--- config.mk ---
export PLATFORM = sky130hd
export DESIGN_NAME = eth_tx_port_sched
export DESIGN_NICKNAME = d
export VERILOG_FILES = /design/src/rtl/eth_tx_port_sched.sv
export SDC_FILE = /design/constraint.sdc
export NUM_CORES = 1
export LEC_CHECK = 0
export ABC_AREA = 1
export CORE_UTILIZATION = 50
export DETAILED_ROUTE_END_ITERATION = 10
export PLACE_DENSITY_LB_ADDON = 0.08
export SYNTH_ARGS = -nofsm -noshare
export SYNTH_HDL_FRONTEND = slang
export SYNTH_SLANG_ARGS = --single-unit
--- constraint.sdc ---
create_clock -name clk -period 6.15 [get_ports clk]
set_clock_uncertainty 0.05 [all_clocks]
set_input_delay 0.615 -clock clk [delete_from_list [all_inputs] [get_ports clk]]
set_output_delay 0.615 -clock clk [all_outputs]
set_load 0.01 [all_outputs]
--- src/rtl/eth_tx_port_sched.sv ---
// Per-port TX scheduler: descriptor FIFO, arbiter req/ack handshake, header hold,
// inter-frame gap enforcement, frame counter and worst-case grant latency.
module eth_tx_port_sched #(
  parameter int          DEPTH      = 4,
  parameter int          IFG_CYCLES = 12,
  parameter logic [23:0] MAC_MSB    = 24'h010203,
  parameter logic [23:0] MAC_LSB    = 24'h040506
) (
  input  logic                     clk,
  input  logic                     areset,
  input  logic                     desc_valid,
  output logic                     desc_ready,
  input  logic [47:0]              desc_dst_mac,
  input  logic [15:0]              desc_ethertype,
  output logic                     port_req,
  input  logic                     port_ack,
  output logic [47:0]              port_dst_mac,
  output logic [47:0]              port_src_mac,
  output logic [15:0]              port_ethertype,
  input  logic                     mon_tvalid,
  input  logic                     mon_tready,
  input  logic                     mon_tlast,
  output logic                     busy,
  output logic [$clog2(DEPTH):0]   queue_level,
  output logic [31:0]              frames_sent,
  output logic [15:0]              max_grant_lat
);
  localparam int            AW       = $clog2(DEPTH);
  localparam logic [AW:0]   FULL     = (AW+1)'(DEPTH);
  localparam logic [15:0]   GAP_LAST = 16'((IFG_CYCLES == 0) ? 0 : IFG_CYCLES - 1);

  typedef enum logic [1:0] {S_IDLE, S_REQ, S_BUSY, S_GAP} state_t;

  state_t      r_state, w_next;
  logic        r_req;
  logic [47:0] r_mac_mem  [DEPTH];
  logic [15:0] r_type_mem [DEPTH];
  logic [AW-1:0] r_wptr, r_rptr;
  logic [AW:0]   r_level;
  logic [47:0] r_dst;
  logic [15:0] r_type;
  logic [15:0] r_lat_cnt, r_max_lat, r_gap_cnt;
  logic [31:0] r_frames_sent;

  logic        w_push, w_pop, w_latch, w_frame_done, w_tlast_hs, w_gap_done;
  logic [15:0] w_lat_new;

  assign desc_ready  = (r_level != FULL);
  assign w_push      = desc_valid && desc_ready;
  assign w_tlast_hs  = mon_tvalid && mon_tready && mon_tlast;
  assign w_gap_done  = (r_gap_cnt == GAP_LAST);
  assign w_lat_new   = (r_lat_cnt == 16'hFFFF) ? 16'hFFFF : r_lat_cnt + 16'd1;

  always_ff @(posedge clk or posedge areset) begin
    if (areset) begin
      r_state <= S_IDLE;
      r_req   <= 1'b0;
    end else begin
      r_state <= w_next;
      r_req   <= (w_next == S_REQ);
    end
  end

  always_comb begin
    w_next = r_state;
    case (r_state)
      S_IDLE: if (r_level != '0) w_next = S_REQ;
      S_REQ:  if (port_ack)      w_next = S_BUSY;
      S_BUSY: if (w_tlast_hs)    w_next = (IFG_CYCLES == 0) ? S_IDLE : S_GAP;
      S_GAP:  if (w_gap_done)    w_next = S_IDLE;
      default:                   w_next = S_IDLE;
    endcase
  end

  always_comb begin
    busy         = (r_state != S_IDLE);
    w_latch      = (r_state == S_IDLE) && (r_level != '0);
    w_pop        = (r_state == S_REQ) && port_ack;
    w_frame_done = (r_state == S_BUSY) && w_tlast_hs;
  end

  // Storage array carries no reset; only pointers and level define contents.
  always_ff @(posedge clk) begin
    if (w_push) begin
      r_mac_mem[r_wptr]  <= desc_dst_mac;
      r_type_mem[r_wptr] <= desc_ethertype;
    end
  end

  always_ff @(posedge clk or posedge areset) begin
    if (areset) begin
      r_wptr  <= '0;
      r_rptr  <= '0;
      r_level <= '0;
    end else begin
      if (w_push) r_wptr <= r_wptr + 1'b1;
      if (w_pop)  r_rptr <= r_rptr + 1'b1;
      case ({w_push, w_pop})
        2'b10:   r_level <= r_level + 1'b1;
        2'b01:   r_level <= r_level - 1'b1;
        default: r_level <= r_level;
      endcase
    end
  end

  always_ff @(posedge clk or posedge areset) begin
    if (areset) begin
      r_dst         <= '0;
      r_type        <= '0;
      r_lat_cnt     <= '0;
      r_max_lat     <= '0;
      r_gap_cnt     <= '0;
      r_frames_sent <= '0;
    end else begin
      if (w_latch) begin
        r_dst  <= r_mac_mem[r_rptr];
        r_type <= r_type_mem[r_rptr];
      end
      // Latency counts REQ cycles, so an ack in the first REQ cycle scores 1.
      if (r_state == S_REQ) r_lat_cnt <= w_lat_new;
      else                  r_lat_cnt <= '0;
      if (w_pop && (w_lat_new > r_max_lat)) r_max_lat <= w_lat_new;
      if (r_state == S_GAP) r_gap_cnt <= r_gap_cnt + 16'd1;
      else                  r_gap_cnt <= '0;
      if (w_frame_done) r_frames_sent <= r_frames_sent + 32'd1;
    end
  end

  assign port_req       = r_req;
  assign port_dst_mac   = r_dst;
  assign port_src_mac   = {MAC_MSB, MAC_LSB};
  assign port_ethertype = r_type;
  assign queue_level    = r_level;
  assign frames_sent    = r_frames_sent;
  assign max_grant_lat  = r_max_lat;
endmodule

==> impl_metrics.json <==
{
  "power_frac_comb": 0.263,
  "synth_cell_type_count": 41,
  "cp_max_fo": 22,
  "setup_viol": 0,
  "tritoncts": "built",
  "dp_worst_setup_slack_ps": 2560,
  "dp_hpwl_um": 22300,
  "cts.repair.resized": 0,
  "layout-area-overhead-vs-synth_pct": 20.7,
  "crit_required_ps": 6580,
  "r2r-end": "max_grant_lat[9]$_DFFE_PP0P_",
  "clkSinkCount": 410,
  "dieHeight_um": 188,
  "gp_congestion": 0.842,
  "grt_usage": 0.214,
  "drv_slew": 0,
  "synth_warnings": 0,
  "ys_ff_latch": 410,
  "p_total_mw": 9.03,
  "seq_power_share": 0.435,
  "switching_share": 0.316,
  "start_kind": "register",
  "syn_inst": 1591,
  "drc": 0,
  "synth-seq-area-share": 0.667,
  "place.port_buffers": 188,
  "powerDensity_nw_per_um2": 432,
  "layout_setup_ws_ps": 2550,
  "hold_violations": 0,
  "hold_buffers": 0,
  "numCtsBuffers": 44,
  "leakage_nw": 8.16,
  "vdd_drop_max_uv": 318,
  "fillers": 2670,
  "whs_path_depth": 1,
  "drt.antenna.violating_nets": 0,
  "hold_ws_ps": 411,
  "worst_pin_slew_ps": 1030,
  "dr.pass1.iters": 5,
  "die_w_um": 188,
  "max_cap_violations": 0,
  "final.setup.tns_ps": 0,
  "drive_above_1_share": 0.0559,
  "rsz0062_at_grt": "no",
  "num-nets-final": 1868,
  "rows": 67,
  "wl_per_cell_um": 16.5,
  "worst_r2r_path_depth": 15,
  "synth_area_um2": 17300,
  "synth_top_area_share": 0.444,
  "grt_antenna_before_repair": 2,
  "path_class": "register to register",
  "p_int_mw": 6.18,
  "clockPowerShare": 0.302,
  "vias_per_cell": 5.13,
  "diodes": 0,
  "cts_setup_buffers": 0,
  "grt_pass1_wl_um": 59900,
  "fin_crit_ps": 3600,
  "syn_area_per_cell_um2": 10.9,
  "synth_largest_area_cell": "edfxtp_1",
  "critPathCapture": "max_grant_lat[9]$_DFFE_PP0P_",
  "switchingPower_mw": 2.85,
  "grt_max_degree": 101,
  "pin_count": 237,
  "r2r_start": "r_lat_cnt[0]$_DFF_PP0_",
  "final_core_util": 0.618,
  "cts_buffer_depth": 3,
  "r2r_setup_slack_ps": 2550,
  "slew_headroom": 0.312,
  "hold_path.class": "register to register",
  "arrival_ps": 4020,
  "finalCritPeriodShare": 0.585,
  "clk_latency_ps": 550,
  "cp-end-kind": "register",
  "via_count": 11557,
  "grt_pass1_vias": 11283,
  "start_util": 0.512,
  "coreArea_um2": 33800,
  "crit_start": "r_lat_cnt[0]$_DFF_PP0_",
  "drt_iter0_drc": 737,
  "cts_htree_levels": 2,
  "path_clk_slew_ps": 60,
  "grt-ovfl-total": 0,
  "status": "finished, final reports clean",
  "wl_um": 37300,
  "yosys-top-cells-area": "edfxtp_1, dfrtp_1, nor2_1",
  "fmax_mhz": 278,
  "die-area_um2": 35300,
  "cts-root-buf": "clkbuf_16"
}
how the worst min path moves through the flow:
stage	from	end	slack [ps]
global placement	r_gap_cnt[0]$_DFF_PP0_	r_gap_cnt[0]$_DFF_PP0_	400
detailed placement	r_gap_cnt[0]$_DFF_PP0_	r_gap_cnt[0]$_DFF_PP0_	400
floorplan	r_gap_cnt[0]$_DFF_PP0_	r_gap_cnt[0]$_DFF_PP0_	380
finish	r_gap_cnt[0]$_DFF_PP0_	r_gap_cnt[0]$_DFF_PP0_	410
global route	r_gap_cnt[0]$_DFF_PP0_	r_gap_cnt[0]$_DFF_PP0_	430
CTS	r_gap_cnt[0]$_DFF_PP0_	r_gap_cnt[0]$_DFF_PP0_	410
Yosys cell counts:
master	instances
nor3_2	1
xnor2_1	15
fa_1	1
edfxtp_1	256
nand2_2	3
nor2_8	1
nand3_1	53
nand3b_4	1
nor2_4	3
buf_2	21
nor2_1	387
and2_1	1
buf_1	13
nor3b_1	1
o21ai_0	142
a21oi_1	26
conb_1	2
ha_1	24
nand2_1	177
nand4_1	17
buf_6	7
buf_4	50
a211oi_1	1
nand4_2	1
inv_2	4
a31oi_4	1
nand2_4	1
nand3b_1	2
o21ai_1	1
nor4_1	1
dfrtp_1	154
a31oi_1	65
o21bai_1	1
or2_0	1
a21o_1	1
or2_1	1
inv_1	99
nor3_1	12
a21oi_4	1
xor2_1	22
clkbuf_1	20
cell families after synthesis:
family / Yosys count / share of synthesized area
compound gates: 239 / 0.0759
xor+xnor: 37 / 0.0187
fa+ha+maj: 25 / 0.0185
buf+inv: 214 / 0.0618
flops: 410 / 0.667
other cells: 2 / 0.000434
simple gates: 664 / 0.157
flip-flops by register name (all words and copies together) (netlist names), 2 cells and up:
signal,cells
r_gap_cnt,16
queue_level,3
r_type_mem,64
port_dst_mac,48
r_mac_mem,192
r_lat_cnt,16
r_rptr,2
max_grant_lat,16
r_wptr,2
frames_sent,32
r_state,2
port_ethertype,16
power by group through the flow:
stage | sequential, mW | combinational [mW] | clock [mW]
final | 3.93 | 2.38 | 2.72
after global routing | 3.99 | 2.66 | 2.90
after CTS | 3.93 | 2.42 | 2.78
after detailed placement | 3.97 | 2.41 | 0
after global placement | 3.97 | 2.37 | 0
after floorplan | 3.97 | 1.37 | 0
placed cells by master, fill, tap and decap left out, types with 7 or more instances in the layout:
master	n
nor2_1	383
edfxtp_1	256
clkdlybuf4s50_1	188
nand2_1	177
dfrtp_1	152
o21ai_0	142
inv_1	98
a31oi_1	65
nand3_1	53
conb_1	48
clkbuf_16	44
a21oi_1	26
ha_1	24
xor2_1	22
nand4_1	17
xnor2_1	15
nor3_1	12
buf_4	12
clkbuf_1	11
nor2_4	7
stage by stage:
step           instance area [um^2]  cells
2_1_floorplan                 17500   1637
3_3_place_gp                  19400   2174
3_5_place_dp                  19400   2174
4_1_cts                       20900   2255
5_1_grt                       20900   2255
6_report                      20900   2255
worst max-delay path, stage by stage, from the launching register on:
cell     delay [ps]
dfrtp_1         370
ha_1            200
nand3_1         160
nor3_2          200
nand3_1         610
nand3_1         400
ha_1            290
nand2_1          90
nor2_1           70
nand2_1          80
nor2_1           80
nand2_1          80
nand4_2         370
nand2_4         340
nand2_1          80
nand2_1          60
metal layers:
metal	track usage	wire length, um	vias up
li1	-	-	5650
met1	0.287	16400	5540
met2	0.360	18000	309
met3	0.0382	2060	54
met4	0.0585	715	4
met5	0	27	-
cell type report:
class / instances / area, um^2 / share of cell area
sequential: 410 / 11500 / 0.553
multi-input combinational: 1013 / 4890 / 0.234
timing repair buffer: 200 / 1970 / 0.0944
clock buffer: 61 / 1220 / 0.0587
tap: 448 / 561 / 0.0268
inverter: 103 / 393 / 0.0188
clock inverter: 20 / 293 / 0.0140
(Power assumes the default switching activity.)
